**src/rtl/alarm_pkg.sv**
```systemverilog
// alarm_pkg
//    Shared types and helpers for the alarm controller: FSM state encoding,
//    packed BCD HH:MM time and a digit-range check used for matching.
package alarm_pkg;

   typedef enum logic [1:0] {
      IDLE   = 2'd0,
      RING   = 2'd1,
      SNOOZE = 2'd2
   } alarm_state_t;

   typedef struct packed {
      logic [3:0] hd;   // hour tens
      logic [3:0] ho;   // hour units
      logic [3:0] md;   // minute tens
      logic [3:0] mo;   // minute units
   } bcd_time_t;

   localparam logic [3:0] MAX_HD       = 4'd2;   // hour tens 0..2
   localparam logic [3:0] MAX_HO       = 4'd9;   // hour units 0..9
   localparam logic [3:0] MAX_HO_LAST  = 4'd3;   // hour units limit when tens==2
   localparam logic [3:0] MAX_MD       = 4'd5;   // minute tens 0..5
   localparam logic [3:0] MAX_MO       = 4'd9;   // minute units 0..9

   // True only for a legal 00:00..23:59 BCD time; anything else must never match.
   function automatic logic bcd_time_valid(input bcd_time_t t);
      logic hour_ok;
      hour_ok = (t.hd < MAX_HD) ? (t.ho <= MAX_HO)
                                : ((t.hd == MAX_HD) && (t.ho <= MAX_HO_LAST));
      return hour_ok && (t.md <= MAX_MD) && (t.mo <= MAX_MO);
   endfunction

endpackage

```
**src/rtl/alarm_ctrl_bcd_time_add.sv**
```systemverilog
// bcd_time_add
//    Combinational HH:MM + minutes in BCD with minute carry into the hour and
//    24 h wrap (23:58 + 5 -> 00:03). Out-of-range inputs give a defined,
//    X-free result that is never used for a match.
// Ports
//    t_i        in   bcd_time_t  base time
//    add_min_i  in   6           minutes to add (0..59)
//    sum_o      out  bcd_time_t  resulting time
module bcd_time_add
   import alarm_pkg::*;
(
   input  bcd_time_t  t_i,
   input  logic [5:0] add_min_i,
   output bcd_time_t  sum_o
);

   logic [7:0] min_total_s;
   logic [7:0] hour_total_s;
   logic [7:0] min_wrap_s;
   logic [7:0] hour_wrap_s;

   // Convert to binary, add, carry minutes into hours, wrap the day, convert back.
   always_comb begin
      min_total_s  = ({4'd0, t_i.md} * 8'd10) + {4'd0, t_i.mo} + {2'd0, add_min_i};
      hour_total_s = ({4'd0, t_i.hd} * 8'd10) + {4'd0, t_i.ho};
      if (min_total_s >= 8'd60) begin
         min_wrap_s   = min_total_s - 8'd60;
         hour_total_s = hour_total_s + 8'd1;
      end else begin
         min_wrap_s   = min_total_s;
      end
      if (hour_total_s >= 8'd24) begin
         hour_wrap_s = hour_total_s - 8'd24;
      end else begin
         hour_wrap_s = hour_total_s;
      end
      sum_o.hd = 4'(hour_wrap_s / 8'd10);
      sum_o.ho = 4'(hour_wrap_s % 8'd10);
      sum_o.md = 4'(min_wrap_s / 8'd10);
      sum_o.mo = 4'(min_wrap_s % 8'd10);
   end

endmodule

```
**src/rtl/alarm_ctrl.sv**
```systemverilog
// alarm_ctrl
//    Alarm controller downstream of the time-keeping stage. Rings when the
//    current HH:MM reaches the alarm time at a minute boundary, times out after
//    RING_SEC seconds, supports snooze (with 24 h wrap) and stop.
// Ports
//    clk, rstn                 clock, asynchronous active-high reset
//    *_now, cnt_sec            current BCD time and seconds
//    *_bud                     alarm time, BCD
//    alarm_en                  level arm; 0 forces IDLE
//    snooze_btn, stop_btn      asynchronous buttons, active-high
//    aud_en, snooze_act        registered RING / SNOOZE indications
//    ring_sec                  seconds elapsed in the current ring
module alarm_ctrl
   import alarm_pkg::*;
#(
   parameter int RING_SEC    = 60,
   parameter int SNOOZE_MIN  = 5,
   parameter int SYNC_STAGES = 2
) (
   input  logic       clk,
   input  logic       rstn,
   input  logic [3:0] hourdec_now,
   input  logic [3:0] hourone_now,
   input  logic [3:0] mindec_now,
   input  logic [3:0] minone_now,
   input  logic [5:0] cnt_sec,
   input  logic [3:0] hourdec_bud,
   input  logic [3:0] hourone_bud,
   input  logic [3:0] mindec_bud,
   input  logic [3:0] minone_bud,
   input  logic       alarm_en,
   input  logic       snooze_btn,
   input  logic       stop_btn,
   output logic       aud_en,
   output logic       snooze_act,
   output logic [5:0] ring_sec
);

   localparam logic [5:0] RING_LAST = 6'(RING_SEC - 1);
   localparam logic [5:0] RING_MAX  = 6'd63;

   bcd_time_t        now_s, bud_s, snz_add_s;
   bcd_time_t        snz_time_q, snz_time_d;
   alarm_state_t     state_q, state_d;
   logic [5:0]       ring_sec_q, ring_sec_d;
   logic [5:0]       sec_prev_q;
   logic [SYNC_STAGES-1:0] snz_sync_q, stp_sync_q;
   logic             snz_last_q, stp_last_q;
   logic             aud_en_q, snooze_act_q;
   logic             sec_tick_s, min_tick_s, snz_p_s, stp_p_s;
   logic             now_ok_s, bud_match_s, snz_match_s;

   assign now_s = {hourdec_now, hourone_now, mindec_now, minone_now};
   assign bud_s = {hourdec_bud, hourone_bud, mindec_bud, minone_bud};

   bcd_time_add u_snz_add (
      .t_i       (now_s),
      .add_min_i (6'(SNOOZE_MIN)),
      .sum_o     (snz_add_s)
   );

   assign sec_tick_s  = (cnt_sec != sec_prev_q);
   assign min_tick_s  = sec_tick_s && (cnt_sec == 6'd0);
   assign snz_p_s     = snz_sync_q[SYNC_STAGES-1] && !snz_last_q;
   assign stp_p_s     = stp_sync_q[SYNC_STAGES-1] && !stp_last_q;
   // Requiring a valid "now" keeps garbage digits from ever matching.
   assign now_ok_s    = bcd_time_valid(now_s);
   assign bud_match_s = now_ok_s && (now_s == bud_s);
   assign snz_match_s = now_ok_s && (now_s == snz_time_q);

   // Next-state logic for the alarm FSM, ring counter and snooze target.
   always_comb begin
      state_d    = state_q;
      ring_sec_d = ring_sec_q;
      snz_time_d = snz_time_q;
      if (!alarm_en) begin
         state_d = IDLE;
      end else begin
         case (state_q)
            IDLE: begin
               if (min_tick_s && bud_match_s) begin
                  state_d    = RING;
                  ring_sec_d = 6'd0;
               end else begin
                  state_d = IDLE;
               end
            end
            RING: begin
               // stop beats timeout beats snooze; a fresh match does not restart.
               if (stp_p_s) begin
                  state_d = IDLE;
               end else if (sec_tick_s && (ring_sec_q == RING_LAST)) begin
                  state_d = IDLE;
               end else if (snz_p_s) begin
                  state_d    = SNOOZE;
                  snz_time_d = snz_add_s;
               end else begin
                  state_d = RING;
               end
               if (sec_tick_s && (ring_sec_q != RING_MAX)) begin
                  ring_sec_d = ring_sec_q + 6'd1;
               end else begin
                  ring_sec_d = ring_sec_q;
               end
            end
            SNOOZE: begin
               // Snooze expiry and alarm match in the same minute collapse into one entry.
               if (stp_p_s) begin
                  state_d = IDLE;
               end else if (min_tick_s && (snz_match_s || bud_match_s)) begin
                  state_d    = RING;
                  ring_sec_d = 6'd0;
               end else begin
                  state_d = SNOOZE;
               end
            end
            default: begin
               state_d = IDLE;
            end
         endcase
      end
   end

   // State, synchronisers, edge detectors, tick history and registered outputs.
   always_ff @(posedge clk or posedge rstn) begin
      if (rstn) begin
         state_q      <= IDLE;
         ring_sec_q   <= 6'd0;
         snz_time_q   <= '0;
         sec_prev_q   <= 6'd0;
         snz_sync_q   <= '0;
         stp_sync_q   <= '0;
         snz_last_q   <= 1'b0;
         stp_last_q   <= 1'b0;
         aud_en_q     <= 1'b0;
         snooze_act_q <= 1'b0;
      end else begin
         state_q      <= state_d;
         ring_sec_q   <= ring_sec_d;
         snz_time_q   <= snz_time_d;
         sec_prev_q   <= cnt_sec;
         snz_sync_q   <= {snz_sync_q[SYNC_STAGES-2:0], snooze_btn};
         stp_sync_q   <= {stp_sync_q[SYNC_STAGES-2:0], stop_btn};
         snz_last_q   <= snz_sync_q[SYNC_STAGES-1];
         stp_last_q   <= stp_sync_q[SYNC_STAGES-1];
         aud_en_q     <= (state_d == RING);
         snooze_act_q <= (state_d == SNOOZE);
      end
   end

   assign aud_en     = aud_en_q;
   assign snooze_act = snooze_act_q;
   assign ring_sec   = ring_sec_q;

endmodule

```
**config.mk**
```make
export PLATFORM = sky130hd
export DESIGN_NAME = alarm_ctrl
export DESIGN_NICKNAME = d
export VERILOG_FILES = /design/src/rtl/alarm_pkg.sv /design/src/rtl/alarm_ctrl_bcd_time_add.sv /design/src/rtl/alarm_ctrl.sv
export SDC_FILE = /design/constraint.sdc
export NUM_CORES = 1
export LEC_CHECK = 0
export ABC_AREA = 1
export BUFFER_PORTS_ARGS = -buffer_cell sky130_fd_sc_hd__buf_4
export CAP_MARGIN = 20
export CORE_ASPECT_RATIO = 1.4
export CORE_MARGIN = 5
export CORE_UTILIZATION = 29
export DETAILED_ROUTE_END_ITERATION = 8
export GPL_TIMING_DRIVEN = 0
export RECOVER_POWER = 25
export SLEW_MARGIN = 20
export SYNTH_ARGS = -nofsm -noshare
export SYNTH_HDL_FRONTEND = slang
export SYNTH_SLANG_ARGS = --single-unit
```
**constraint.sdc**
```tcl
create_clock -name clk -period 2.01 [get_ports clk]
set_input_delay 0.402 -clock clk [delete_from_list [all_inputs] [get_ports clk]]
set_output_delay 0.402 -clock clk [all_outputs]
set_load 0.005 [all_outputs]
```
---- Word-level counts from Yosys, hierarchy flattened ----
Index checks and enable logic that the tools add are counted.
word-level totals
  bits in registers ....................... 38
  latch bits .............................. 0
  bits in writable memories ............... 0
  bits in read-only memories .............. 0
  input port bits ......................... 43
  output and inout port bits .............. 8
  logic and storage cells ................. 86
  memories ................................ 0
operators by class
  $add $sub $neg .......................... 7
  $mul .................................... 2
  divide/modulo/power cells ............... 4
  $lt $le $gt $ge ......................... 7
  equal/unequal tests ..................... 14
  shifts and indexed selects .............. 0
  mux-type cells .......................... 17
  bitwise logic cells ..................... 2
  reductions and logical operators ........ 20
operator list
  operator                                                           count
  equality test 16 bit                                               2
  2-to-1 mux 6 bit                                                   4
  2-to-1 mux 8 bit                                                   3
  case mux 6 bit (3 select lines)                                    1
  adder 8 x 4 -> 8 bit                                               2
  divider 8 x 4 -> 8 bit, second input constant                      2
  modulo 8 x 4 -> 8 bit, second input constant                       2
  multiplier 4 x 3 -> 7 bit, second input constant                   2
  logical AND 1 bit                                                  12
  2-to-1 mux 2 bit                                                   6
  adder 8 x 1 -> 8 bit, second input constant                        1
  adder 8 x 3 -> 8 bit, second input constant                        1
  greater-or-equal comparator 8 x 5 -> 1 bit, second input constant  1
  greater-or-equal comparator 8 x 6 -> 1 bit, second input constant  1
  <= comparator 4 bit, second input constant                         2
  != test 2 bit, second input constant                               4
  subtractor 8 x 5 -> 8 bit, second input constant                   1
  subtractor 8 x 6 -> 8 bit, second input constant                   1
  adder 6 x 1 -> 6 bit, second input constant                        1
  equality test 6 bit, second input constant                         1
  zero test 6 bit                                                    1
  != test 6 bit                                                      1
  != test 6 bit, second input constant                               1
  case mux 2 bit (3 select lines)                                    1
  14 further kinds                                                   19

---- Logic depth before layout (Yosys ltp) ----
  depth after elaboration ................. 13
  gate-level depth with buffers ........... 43
  mapped depth without buffers ............ 43

---- By module ----
Synthesis repeated with hierarchy kept, for this count alone.
unflattened totals
  cells, all modules ...................... 708
  area, all modules ....................... 4594.4 µm²
modules (own cells, without submodules)
  module        instances  cells each  area an instance (µm²)  seq. area each (µm²)
  alarm_ctrl    1          337         2303.5                  950.9
  bcd_time_add  1          371         2290.9                  0.0

---- Worst setup path after synthesis ----
Ideal clock, no wire load.
  kind .................................... input -> register
  start point ............................. in mindec_now[0]
  end point ............................... reg snz_time_q[3] (netlist bit)
  library setup time ...................... 0.126 ns
  arrival ................................. 4.502 ns
  data required time ...................... 1.884 ns
  slack ................................... -2.618 ns
  cell stages on the path ................. 34
  buffers on the path ..................... 0
  cell sequence ........................... ha_1 ha_1 ha_1 xnor2_1 ha_1 inv_1 nor2_1 nand2_4 o21ai_0 inv_1 ha_1 nor2_1 a21oi_2 nand2_2 nand2_1 nand2_1 nand2_2 nand2_1 nand2_1 nand3_2 inv_1 nand2_1 nand2_2 nand2_1 nand3_1 nand2_1 inv_2 nand2_1 and2_1 ha_1 nor2_1 nand3_1 nand3_1 o21ai_0
on the way
  word-level cells in the longest chain between the ends .. 6
  elaborated cells on any way between the ends .. 7
  classes of those cells .................. 3 x add/sub; 1 x mul; 1 x div; 1 x order compare; 1 x mux
RTL lines
  item                                                                                     line                                                          source
  start, declared                                                                          alarm_ctrl.sv:24                                              input logic [3:0] mindec_now,
  multiplier 4 x 3 -> 7 bit (*)                                                            alarm_ctrl_bcd_time_add.sv:24                                 min_total_s = ({4'd0, t_i.md} * 8'd10) + {4'd0, t_i.mo} + {2'd0, add_min_i};
  adder 8 x 4 -> 8 bit (*)                                                                 alarm_ctrl_bcd_time_add.sv:24
  adder 8 x 3 -> 8 bit (*)                                                                 alarm_ctrl_bcd_time_add.sv:24
  subtractor 8 x 6 -> 8 bit or greater-or-equal comparator 8 x 6 -> 1 bit (tied branches)  alarm_ctrl_bcd_time_add.sv:27, alarm_ctrl_bcd_time_add.sv:26
  2-to-1 mux 8 bit (*)                                                                     alarm_ctrl_bcd_time_add.sv:26                                 if (min_total_s >= 8'd60) begin
  modulo 8 x 4 -> 8 bit (*)                                                                alarm_ctrl_bcd_time_add.sv:40                                 sum_o.mo = 4'(min_wrap_s % 8'd10);
  end signal, assigned                                                                     alarm_ctrl.sv:140                                             snz_time_q <= snz_time_d;
  end, declared                                                                            alarm_ctrl.sv:43                                              bcd_time_t snz_time_q, snz_time_d;
Mark *: on every way between the ends. The rest lies on a longest branch, timed or not.
A chain may end at the register's enable or synchronous reset.

---- Worst setup path in the final report ----
Same ends and word-level chain as after synthesis.

==> metrics.md <==
| Metric | Value |
|---|---|
| Final instance area | 6362 um2 |
| Buffers & Inverters on Critical Path | 5 |
| Post-DP HPWL | approximately 8.6 mm |
| Syn_area_per_cell | 6.655 um2 |
| Top cells by area, synth | dfrtp_1 24%, nand2_1 15%, inv_1 8.8% |
| Worst reg2reg setup slack | -0.38 ns |
| Largest net degree at the start of global routing | 23 |
| CP max stage delay | approximately 0.43 ns |
| CTS tree | built |
| Row count | 50 |
| Slew margin rel. | 49.85% |
| Final Hold Vio Count | 0 |
| CP arrival | between 4 and 5 ns |
| Power per cell area | 1633 nW/um2 |
| Sequential-to-total area share from yosys stat | a little under a quarter |
| Initial antenna violation count | 0 |
| Fraction of layout cells with a size suffix above 1 | a little under half |
| Hold_sp | snooze_btn |
| RD Place Congestion | 0.8410 |
| Die Ht | 148.7 um |
| Remaining antenna violation count | 0 |
| Leak | around 3 nW |
| Vias in the first global route | 4,221 |
| Ant diodes | 0 |
| Worst Tran Pin Value | roughly 0.75 ns |
| WL/cell | 13.52 um |
| Vias | between 4,000 and 5,000 |
| # nets final | 809 |
| Max_cap viols | 0 |
| Top_reg_cell synth | dfrtp_1 |
| Nature of the critical path startpoint | input pin |
| Hold Path Sink | snz_sync_q[0]$_DFF_PP0_ |
| Clock skew | roughly 0.0039 ns |
| Setup ws final | -2.489 ns |
| Area of the core | 13,450 um2 |
| Clock root buffer | clkbuf_16 |
| Yosys top cell area share | 23.85% |
| Synth area leader | dfrtp_1 |
| Final Critical Period | 4.499 ns |
| First-pass GRT wire length | 18.84 mm |
| #FFs+latches synth | 38 |
| Area Growth Syn to Fin | 59.60% |
| First-pass detailed-route iteration total | 4 |
| Clock transition at the registers of the reported paths | 0.06 ns |
| Drc violations | 0 |
| CTS Buffer Depth | 2 |
| Failing checks | negative setup slack |
| Die W | between 100 and 150 um |
| GR Overflow Total | 0 |
| Crit Path Max Fanout | 6 |
| Starting Density | approximately 30% |
| RSZ-0062 raised after global routing | true |
| Max-slew violation count | 0 |
| Die ar. | 16,220 um2 |
| Global-route usage over all layers | 14.28% |
| Ys Warns | 0 |
| Yosys cell types | 43 |
| Endpoints failing setup | 26 |
| Hold Path Depth | 1 |
| Synthesized instance count | 599 |
| Setup crit end kind | flop |
| Crit share post-route | 223.8% |
| Async SR Flop Fraction | 100.0% |
| Num CTS Buffers | 5 |
| Placed cell areas | 4820 um2 |
| Worst r2r path cells | 13 |
| Outcome | finished with violations |
| Worst VDD drop | 0.0008824 V |
| Hold_buf cts | 0 |
| Final core utilization | between 40% and 50% |
| Ports | slightly above 50 |
| Port Buffers | 50 |
| RR Startpoint | sec_prev_q[3]$_DFF_PP0_ |
| Vias/cell | approximately 4.8 |
| Syn nets | 671 |
| Skew-Pair Late Insertion Delay | 0.28 ns |
| Slowest CP cell | fa_2 |
| FMAX | around 0.22 GHz |
| Min-delay worst type | input pin to flop |
| Worst Setup Path Type | input pin to flop |
| WP data required | approximately 2.2 ns |
| Worst r2r dst | snz_time_q[1]$_DFFE_PP0P_ |
| CTS sink count | 38 |
| Layout fillers | about 1,300 |
| WL final | roughly 12 mm |
| CP delay by family, top | simple AND/OR/NAND/NOR gates |
| H-tree levels | 2 |
| Post-synth EDFFs | 0 |
| DR iter-0 viols | 178 |
| Syn Std Cell Area | 3986 um2 |
[stage by stage]
| stage | power [mW] | TNS (ns) | hold slack [ns] | cells | setup WS [ns] |
|---|---|---|---|---|---|
| floorplan | 4.964 | -27.14 | 0.3312 | 599 | -2.310 |
| global placement | 5.739 | -41.01 | 0.3354 | 831 | -2.948 |
| detailed placement | 5.787 | -41.01 | 0.3379 | 832 | -2.960 |
| CTS | 8.535 | -28.14 | 0.1339 | 900 | -2.269 |
| global route | 11.23 | -37.58 | 0.2476 | 920 | -2.755 |
| finish | 10.39 | -32.34 | 0.2487 | 920 | -2.489 |
[what timing repair did]
item                                    CTS  global route
setup buffers                            60            22
pin swaps                                71            63
resized for setup                       104            99
endpoints found under the setup margin   22            26
[per-layer routing]
layer	wire (um)	global-route usage [%]	up-vias
met3	506	1.737	26
met1	4895	16.01	2045
met4	342	4.043	0
li1	-	-	2195
met2	6690	27.52	107
met5	0	0	-
[flip-flops by register name (all words and copies together), names as in the netlist]
signal	flops
aud_en	1
snz_time_q	16
state_q	2
snz_sync_q	2
stp_sync_q	2
snz_last_q	1
stp_last_q	1
sec_prev_q	6
snooze_act	1
ring_sec	6
[how the worst max path moves through the flow]
stage                   from                         end  slack, ns  cells past startpoint
3_5_place_dp   mindec_now[1]   snz_time_q[9]$_DFFE_PP0P_      -2.96                     38
2_1_floorplan  mindec_now[0]   snz_time_q[3]$_DFFE_PP0P_      -2.31                     36
4_1_cts        mindec_now[0]   snz_time_q[9]$_DFFE_PP0P_      -2.27                     39
3_3_place_gp   mindec_now[1]  snz_time_q[10]$_DFFE_PP0P_      -2.95                     38
5_1_grt        mindec_now[0]   snz_time_q[3]$_DFFE_PP0P_      -2.75                     36
6_report       mindec_now[0]   snz_time_q[3]$_DFFE_PP0P_      -2.49                     35
[report_power, final]
group / total, mW / internal [mW] / switching, mW
registers: 1.01 / 0.915 / 0.0987
clock network: 0.804 / 0.492 / 0.312
logic: 8.57 / 3.87 / 4.70
total: 10.4 / 5.27 / 5.11
[Yosys cell counts, types with 9 or more instances]
library cell  count
nand2_1         164
a21oi_1           9
o21ai_0          24
xnor2_1          22
nor3_1           12
dfrtp_1          38
nor2_1           45
ha_1             25
nand2_2          18
nand4_1          19
inv_1            93
xor2_1           12
nand3_1          43
[cells by family after synthesis]
kind of cell | share of synthesized area [%]
AND/OR/NAND/NOR | 39.01
adder cells (fa/ha/maj) | 9.856
buffers and inverters | 10.29
AO/OA/AOI/OAI | 9.103
flip-flops | 23.85
XOR/XNOR | 7.878
[placed cells by master, fill, tap and decap left out, drive strengths merged, types with 2 or more instances in the layout]
master and n:
inv 101, a211oi 2, nor2 48, dfrtp 38, xnor2 22, nor4 6
a21oi 11, ha 25, o21ai 31, o211ai 4, or2 5, fa 4
nor3 12, xor2 13, buf 126, nand3b 2, nand4 19, nand3 49
clkbuf 17, o32ai 2, o2111ai 4, nor3b 3, nand2 186
[layout make-up]
class / count / area [um2] / area share, %
Inverter: 101 / 381.6 / 5.998
Multi-Input combinational cell: 455 / 3516 / 55.26
Tap cell: 182 / 227.7 / 3.579
Buffer: 4 / 55.05 / 0.8653
Clock buffer: 7 / 142.6 / 2.242
Timing Repair Buffer: 132 / 1084 / 17.03
Sequential cell: 38 / 950.9 / 14.95
Clock inverter: 1 / 5.005 / 0.07866
[worst reg2reg max path: cells and delay by family, from the launching register on]
kind / cells / cell delay [ns]
AO/OA/AOI/OAI: 3 / 0.38
buffers and inverters: 4 / 0.43
flip-flops: 1 / 0.39
AND/OR/NAND/NOR: 6 / 1.08
Note: power is estimated with default switching activity, not from simulation.
